===== src/rtl/dmem_arbiter.sv =====
// Two-port round-robin arbiter and access sequencer for a single-port data memory.
// Handles byte/half/word loads and stores with lane merge, alignment and range checks.
module dmem_arbiter #(
  parameter int unsigned ADDR_W = 8
) (
  input  logic              clock,
  input  logic              reset,
  input  logic              m0_req,
  input  logic              m0_we,
  input  logic [1:0]        m0_size,
  input  logic [31:0]       m0_addr,
  input  logic [31:0]       m0_wdata,
  output logic              m0_ack,
  output logic              m0_err,
  output logic [31:0]       m0_rdata,
  input  logic              m1_req,
  input  logic              m1_we,
  input  logic [1:0]        m1_size,
  input  logic [31:0]       m1_addr,
  input  logic [31:0]       m1_wdata,
  output logic              m1_ack,
  output logic              m1_err,
  output logic [31:0]       m1_rdata,
  output logic [ADDR_W-1:0] mem_address,
  output logic [31:0]       mem_data,
  output logic              mem_wren,
  input  logic [31:0]       mem_q,
  output logic              busy
);

  localparam int unsigned RANGE_SH = ADDR_W + 2;

  typedef enum logic [1:0] {IDLE, ACCESS, RESP} state_t;

  state_t state, state_nx;

  logic        rr_ptr;
  logic        lat_id, lat_we, lat_err;
  logic [1:0]  lat_size, lat_lane;
  logic [31:0] lat_wdata;

  logic        any_req, grant, latch;
  logic        sel_we, sel_err;
  logic [1:0]  sel_size;
  logic [31:0] sel_addr, sel_wdata;
  logic [4:0]  sh_byte, sh_half;
  logic [31:0] shifted, rd_val, merged;

  // Winner selection: a lone requester wins, a tie goes to the port the pointer favours.
  always_comb begin
    any_req   = m0_req | m1_req;
    grant     = (m0_req & m1_req) ? rr_ptr : (m1_req & ~m0_req);
    latch     = (state == IDLE) & any_req;
    sel_we    = grant ? m1_we    : m0_we;
    sel_size  = grant ? m1_size  : m0_size;
    sel_addr  = grant ? m1_addr  : m0_addr;
    sel_wdata = grant ? m1_wdata : m0_wdata;
    sel_err   = (sel_size == 2'b11)
              | ((sel_size == 2'b01) & sel_addr[0])
              | ((sel_size == 2'b10) & (sel_addr[1:0] != 2'b00))
              | ((sel_addr >> RANGE_SH) != 32'd0);
  end

  always_ff @(posedge clock) begin
    if (reset) state <= IDLE;
    else       state <= state_nx;
  end

  always_comb begin
    state_nx = state;
    case (state)
      IDLE:    if (any_req) state_nx = ACCESS;
      ACCESS:  state_nx = RESP;
      RESP:    state_nx = IDLE;
      default: state_nx = IDLE;
    endcase
  end

  // Lane extraction for loads and read-modify-write merge for sub-word stores.
  always_comb begin
    sh_byte = {lat_lane, 3'b000};
    sh_half = {lat_lane[1], 4'b0000};
    shifted = mem_q >> sh_byte;
    case (lat_size)
      2'b00:   rd_val = {24'd0, shifted[7:0]};
      2'b01:   rd_val = {16'd0, shifted[15:0]};
      default: rd_val = mem_q;
    endcase
    case (lat_size)
      2'b00:   merged = (mem_q & ~(32'h0000_00FF << sh_byte)) | (32'(lat_wdata[7:0]) << sh_byte);
      2'b01:   merged = (mem_q & ~(32'h0000_FFFF << sh_half)) | (32'(lat_wdata[15:0]) << sh_half);
      default: merged = lat_wdata;
    endcase
  end

  assign mem_wren = (state == ACCESS) & lat_we & ~lat_err & ~reset;
  assign mem_data = (state == ACCESS) ? merged : 32'd0;
  assign busy     = (state != IDLE);

  always_ff @(posedge clock) begin
    if (reset) begin
      rr_ptr      <= 1'b0;
      lat_id      <= 1'b0;
      lat_we      <= 1'b0;
      lat_err     <= 1'b0;
      lat_size    <= 2'b00;
      lat_lane    <= 2'b00;
      lat_wdata   <= 32'd0;
      mem_address <= '0;
      m0_ack      <= 1'b0;
      m0_err      <= 1'b0;
      m0_rdata    <= 32'd0;
      m1_ack      <= 1'b0;
      m1_err      <= 1'b0;
      m1_rdata    <= 32'd0;
    end else begin
      m0_ack <= 1'b0;
      m0_err <= 1'b0;
      m1_ack <= 1'b0;
      m1_err <= 1'b0;
      if (latch) begin
        rr_ptr      <= ~grant;
        lat_id      <= grant;
        lat_we      <= sel_we;
        lat_err     <= sel_err;
        lat_size    <= sel_size;
        lat_lane    <= sel_addr[1:0];
        lat_wdata   <= sel_wdata;
        mem_address <= sel_addr[ADDR_W+1:2];
      end
      // Result captured at the end of ACCESS so ack and rdata appear together in RESP.
      if (state == ACCESS) begin
        if (lat_id) begin
          m1_ack   <= 1'b1;
          m1_err   <= lat_err;
          m1_rdata <= lat_err ? 32'd0 : rd_val;
        end else begin
          m0_ack   <= 1'b1;
          m0_err   <= lat_err;
          m0_rdata <= lat_err ? 32'd0 : rd_val;
        end
      end
    end
  end

endmodule


===== config.mk =====
export PLATFORM = sky130hd
export DESIGN_NAME = dmem_arbiter
export DESIGN_NICKNAME = d
export VERILOG_FILES = /design/src/rtl/dmem_arbiter.sv
export SDC_FILE = /design/constraint.sdc
export NUM_CORES = 1
export LEC_CHECK = 0
export CAP_MARGIN = 20
export CORE_MARGIN = 2
export CORE_UTILIZATION = 41
export DETAILED_ROUTE_END_ITERATION = 10
export MAX_ROUTING_LAYER = met4
export PLACE_DENSITY = 0.8
export SLEW_MARGIN = 40
export SYNTH_ARGS = -nofsm -noshare
export SYNTH_HDL_FRONTEND = slang
export SYNTH_SLANG_ARGS = --single-unit

===== constraint.sdc =====
create_clock -name clock -period 2 [get_ports clock]
set_input_delay 0.4 -clock clock [delete_from_list [all_inputs] [get_ports clock]]
set_output_delay 0.4 -clock clock [all_outputs]
set_load 0.02 [all_outputs]

**Yosys cells after proc, flatten, opt, wreduce, memory -nomap -nowiden**

Index checks and enable logic that the tools add are counted.

- Add/subtract/negate cells: 0
- Multipliers: 0
- Divide/modulo/power cells: 0
- Magnitude comparators: 0
- Equal/unequal tests: 6
- Shifts and indexed selects: 5
- Mux-type cells: 13
- Bitwise operators: 24
- Reduce and logical (&&, ||, !) cells: 10

Operators by type and width:

| operator | count |
|---|---|
| $mux 32 | 4 |
| $pmux 32 s2 | 2 |
| $and 32x32->32 | 2 |
| $not 32->32 | 2 |
| $or 32x32->32 | 2 |
| $reduce_bool 32->1 | 1 |
| $shl 16x5->32 | 1 |
| $shl 16x5->32 const A | 1 |
| $shl 8x5->32 | 1 |
| $shl 8x5->32 const A | 1 |
| $shr 32x5->16 | 1 |
| $and 1x1->1 | 8 |
| $eq 2x1->1 const B | 3 |
| $not 1->1 | 6 |
| $reduce_or 3->1 | 2 |
| $eq 2x2->1 const B | 2 |
| $logic_not 2->1 | 2 |
| $mux 1 | 4 |
| $mux 2 | 2 |
| $or 1x1->1 | 4 |
| $pmux 2 s2 | 1 |
| $reduce_and 2->1 | 2 |
| $reduce_bool 2->1 | 2 |
| $ne 2x2->1 const B | 1 |
| $reduce_or 2->1 | 1 |

- Register bits: 118
- Latch bits: 0
- Memory bits (writable): 0
- Memory bits (read-only): 0
- Input port bits: 170
- Output and inout bits: 110
- Word-level logic and storage cells: 73
- Memories: 0

**Longest topological paths before layout**

- Depth after elaboration: 9
- Mapped depth: 6
- Mapped depth without buffers: 5

**Worst setup path after synthesis**

OpenSTA, ideal clock, no wires.

- Kind: register to output
- Start: register lat_lane[0]
- End: output mem_data[24]
- Arrival time: 1.691 ns
- Data required time: 1.600 ns
- Setup slack: -0.091 ns
- Stages on the path, launching flop included: 6
- Buffers on the path: 2
- Path through: dfxtp_1 -> buf_4 -> buf_2 -> o21ai_1 -> a221oi_1 -> nor3_1

- Longest elaborated chain between the ends: 6
- Elaborated cells between the ends (all ways): 7

Ends and longest elaborated chain:

| item | line | RTL |
|---|---|---|
| start: declaration | 39 | `logic [1:0] lat_size, lat_lane;` |
| start signal: assignment | 127 | `lat_lane <= sel_addr[1:0];` |
| $shl 8x5->32 | 90 | `2'b00: merged = (mem_q & ~(32'h0000_00FF << sh_byte)) \| (32'(lat_wdata[7:0]) << sh_byte);` |
| $not 32->32 | 90 |  |
| $and 32x32->32 | 90 |  |
| $or 32x32->32 (*) | 90 |  |
| $pmux 32 s2 (*) | 89 | `case (lat_size)` |
| $mux 32 (*) | 97 | `assign mem_data = (state == ACCESS) ? merged : 32'd0;` |
| end: declaration | 25 | `output logic [31:0] mem_data,` |

Every way passes the cells marked *; elsewhere a longest branch is shown, timed or not.

**Worst setup path in the final report**

- Start: register lat_size[0]
- End: output mem_data[25]

- Longest elaborated chain between the ends: 3
- Elaborated cells between the ends (all ways): 4

Ends and longest elaborated chain:

| item | line | RTL |
|---|---|---|
| start: declaration | 39 |  |
| start signal: assignment | 126 | `lat_size <= sel_size;` |
| $eq 2x1->1 or $logic_not 2->1 (tied branches) | 89 |  |
| $pmux 32 s2 (*) | 89 |  |
| $mux 32 (*) | 97 |  |

Marked as above.

==> reports/metrics.csv <==
metric,value,unit
met3_length,2400,um
vias,7253,
placed_cells_incl_taps,1188,
first_pass_iters,10,
placed_area,0.00928,mm2
clk_pin_slew,0.06,ns
preCtsSetupSlack,-0.489,ns
num_antenna_cells,0,
grt_pass1_vias,6623,
syn-cell-area,0.00565,mm2
power_frac_clock,0.391,
initial_core_util,0.423,
startpoint_type,flop,
drc,0,
drive_gt1_frac,0.224,
synth.net_count,881,
critical_path_arrival,1.82,ns
period_needed,2.22,ns
timing.rr.start,lat_lane[0]$_SDFFE_PP0P_,
antenna_found_initial,0,
violations,setup timing,
cp.required,1.60,ns
setup_ws,-0.218,ns
cp-end-kind,output port,
grt_pass1_wl,36400,um
hp-class,reg -> reg,
cap_violations,0,
synth-main-ff-cell,dfxtp_1,
detail_route.iter0.violations,1232,
cts_buffers,17,
slowest_delay,0.33,ns
synth-edff-count,0,
core,0.0133,mm2
rrSetupSlack,0.05,ns
via_per_inst,5.90,
clk-insertion-delay-late,0.42,ns
io-pin-count,280,
ys_warn_count,0,
critPathKind,reg -> out,
final_cells,1230,
hold_violations,0,
p_seq_frac,0.323,
cts.hold.buffers_added,0,
drv_slew,0,
io_buffers,279,
critPathMaxFanout,5,
setup_viol,32,
post-route-util,0.771,
drt-wirelength-per-cell,20.3,um
antenna_left,0,
ir_drop,0.653,mV
rr_worst_depth,7,
p_leak,3.89,nW
seq_area_frac_synth,0.418,
die_area,0.0147,mm2
fin_crit_sh,1.11,
design_area,0.0103,mm2
fin_tns_setup,-3.43,ns
p_int,5.69,mW
comb_power_share,0.286,
worstHoldPathCells,2,
die_h,121,um
hold_path_end,m1_rdata[20]$_SDFFE_PP0P_,
outcome,finished with violations,
rsz0062_at_grt,true,
fp-row-count,42,
grt_overflow,0,
syn2layout_area_growth,82.3,%
wirelength,24900,um
wl_met1,8950,um
fmax,451,MHz
clk_root_buffer_cell,clkbuf_16,
grt.total_usage,0.332,
synthCells,711,
gp_congestion,0.960,
yosysUniqueCellTypes,39,
avgSynthCellArea,7.94,um2
cts_sinks,118,
wl_met2,12500,um
hp-start,m1_rdata[20]$_SDFFE_PP0P_,
cellPowerDensity,789,mW/mm2
cts_tree,done,
skew,0.00566,ns
h-tree-depth,4,
highest_layer,met4,
synthArstFlopShare,0,
cts_max_path_buffers,2,
whs,0.453,ns
finalNetCount,1211,
synth_seq_cells,118,
tightest_slew,0.526,ns
critPathSlowestCell,dfxtp_2,
grt_max_degree,118,
relSlewSlack,0.649,
die_x,121,um
r2r_end,m1_rdata[9]$_SDFFE_PP0P_,
p_switching,2.43,mW
hpwl,17600,um
finalPower,8.12,mW
crit_chain,buf_6 -> buf_8 -> a22o_1 -> a221oi_2 -> nor3_2 -> buf_4,
p_sw_frac,0.300,
-- flip-flops by register name, indices dropped and copies added (netlist names), 2 cells and up --
| name | cells |
|---|---|
| lat_wdata | 32 |
| m1_rdata | 32 |
| mem_address | 8 |
| state | 2 |
| m0_rdata | 32 |
| lat_lane | 2 |
| lat_size | 2 |
-- critical path, delay by kind of cell, from the launching register on --
kind	cells	cell delay, ns
compound gates	2	0.57
simple gates	1	0.08
flops	1	0.33
buf+inv	3	0.42
-- cell usage in the layout, fill, tap and decap left out, types with 4 or more instances in the layout --
cell type and instances:
nor3_1 15, buf_6 17, a22o_1 13, o21a_1 11
o2bb2ai_2 4, clkbuf_16 18, buf_12 9, nand3_1 37
clkinvlp_4 4, a21oi_2 6, a221oi_2 8, o22a_1 8
a222oi_1 41, a21oi_1 36, buf_4 93, nor4_1 10
a221oi_1 8, nor2_2 6, buf_2 4, nor3_2 9
dfxtp_1 114, nand2_1 68, mux2i_1 20, o2bb2ai_1 4
a211oi_1 4, nor2_1 124, o21ai_1 16, a22oi_1 8
clkdlybuf4s50_1 244, a311oi_2 8, inv_1 13, nand2_2 5
nor2b_1 12
-- per-layer routing --
layer / GRT usage / up-vias
met5: - / -
met4: 0.151 / 0
met3: 0.0663 / 90
met2: 0.557 / 536
met1: 0.385 / 3330
li1: - / 3297
-- area by class of cell --
type / instances / area [um2]
clock buffers: 21 / 470
inverters: 15 / 62.6
repair buffers: 372 / 3620
well taps: 176 / 220
flip-flops and latches: 118 / 2370
multi-input cells: 517 / 3390
clock inverters: 11 / 148
fillers: 946 / 3060
-- cell families after synthesis --
| group | count (synthesis) | share of synthesized area |
|---|---|---|
| DFF | 118 | 0.418 |
| AOI/OAI and AO/OA | 189 | 0.257 |
| and+or+nand+nor | 307 | 0.234 |
| muxes | 20 | 0.0355 |
| buffers and inverters | 77 | 0.0547 |
-- synthesized netlist by cell type (2+ instances only) --
cell / count / area share
nor2_1: 131 / 0.087
dfxtp_1: 118 / 0.42
nand2_1: 76 / 0.051
clkbuf_1: 43 / 0.029
a21oi_1: 42 / 0.037
nand3_1: 42 / 0.037
a222oi_1: 41 / 0.073
nor3_1: 25 / 0.022
mux2i_1: 20 / 0.035
o21ai_1: 19 / 0.017
a221oi_1: 16 / 0.025
inv_1: 14 / 0.0093
a22o_1: 13 / 0.020
buf_2: 13 / 0.012
nor2b_1: 13 / 0.014
o21a_1: 11 / 0.015
nor4_1: 10 / 0.011
a311oi_1: 9 / 0.014
a22oi_1: 8 / 0.011
o22a_1: 8 / 0.012
o2bb2ai_1: 8 / 0.012
a211oi_1: 6 / 0.0080
buf_1: 5 / 0.0033
nand2b_1: 4 / 0.0044
nand4_1: 2 / 0.0022
-- timing repair --
action,4_1_cts,5_1_grt
buffers inserted,8,2
pin swaps,35,26
setup endpoints to repair,34,40
gates cloned,0,2
resized for setup,213,36
-- worst max path at each step --
stage	start	endpoint	slack, ns	cells past startpoint
after CTS	lat_size[0]$_SDFFE_PP0P_	mem_data[25]	-0.14	6
after detailed placement	mem_q[12]	mem_data[12]	-0.49	6
after floorplan	reset	mem_wren	0.04	3
after global placement	mem_q[12]	mem_data[12]	-0.51	6
after global routing	lat_size[0]$_SDFFE_PP0P_	mem_data[25]	-0.24	6
final	lat_size[0]$_SDFFE_PP0P_	mem_data[25]	-0.22	6
-- power by group through the flow --
stage          Combinational, mW  Sequential [mW]  Clock [mW]
4_1_cts                     2.20             2.61        3.18
2_1_floorplan              0.931             2.69           0
5_1_grt                     2.44             2.63        3.30
6_report                    2.32             2.62        3.17
3_3_place_gp                2.05             2.64           0
3_5_place_dp                2.08             2.64           0
Note: power is estimated with default switching activity, not from simulation.
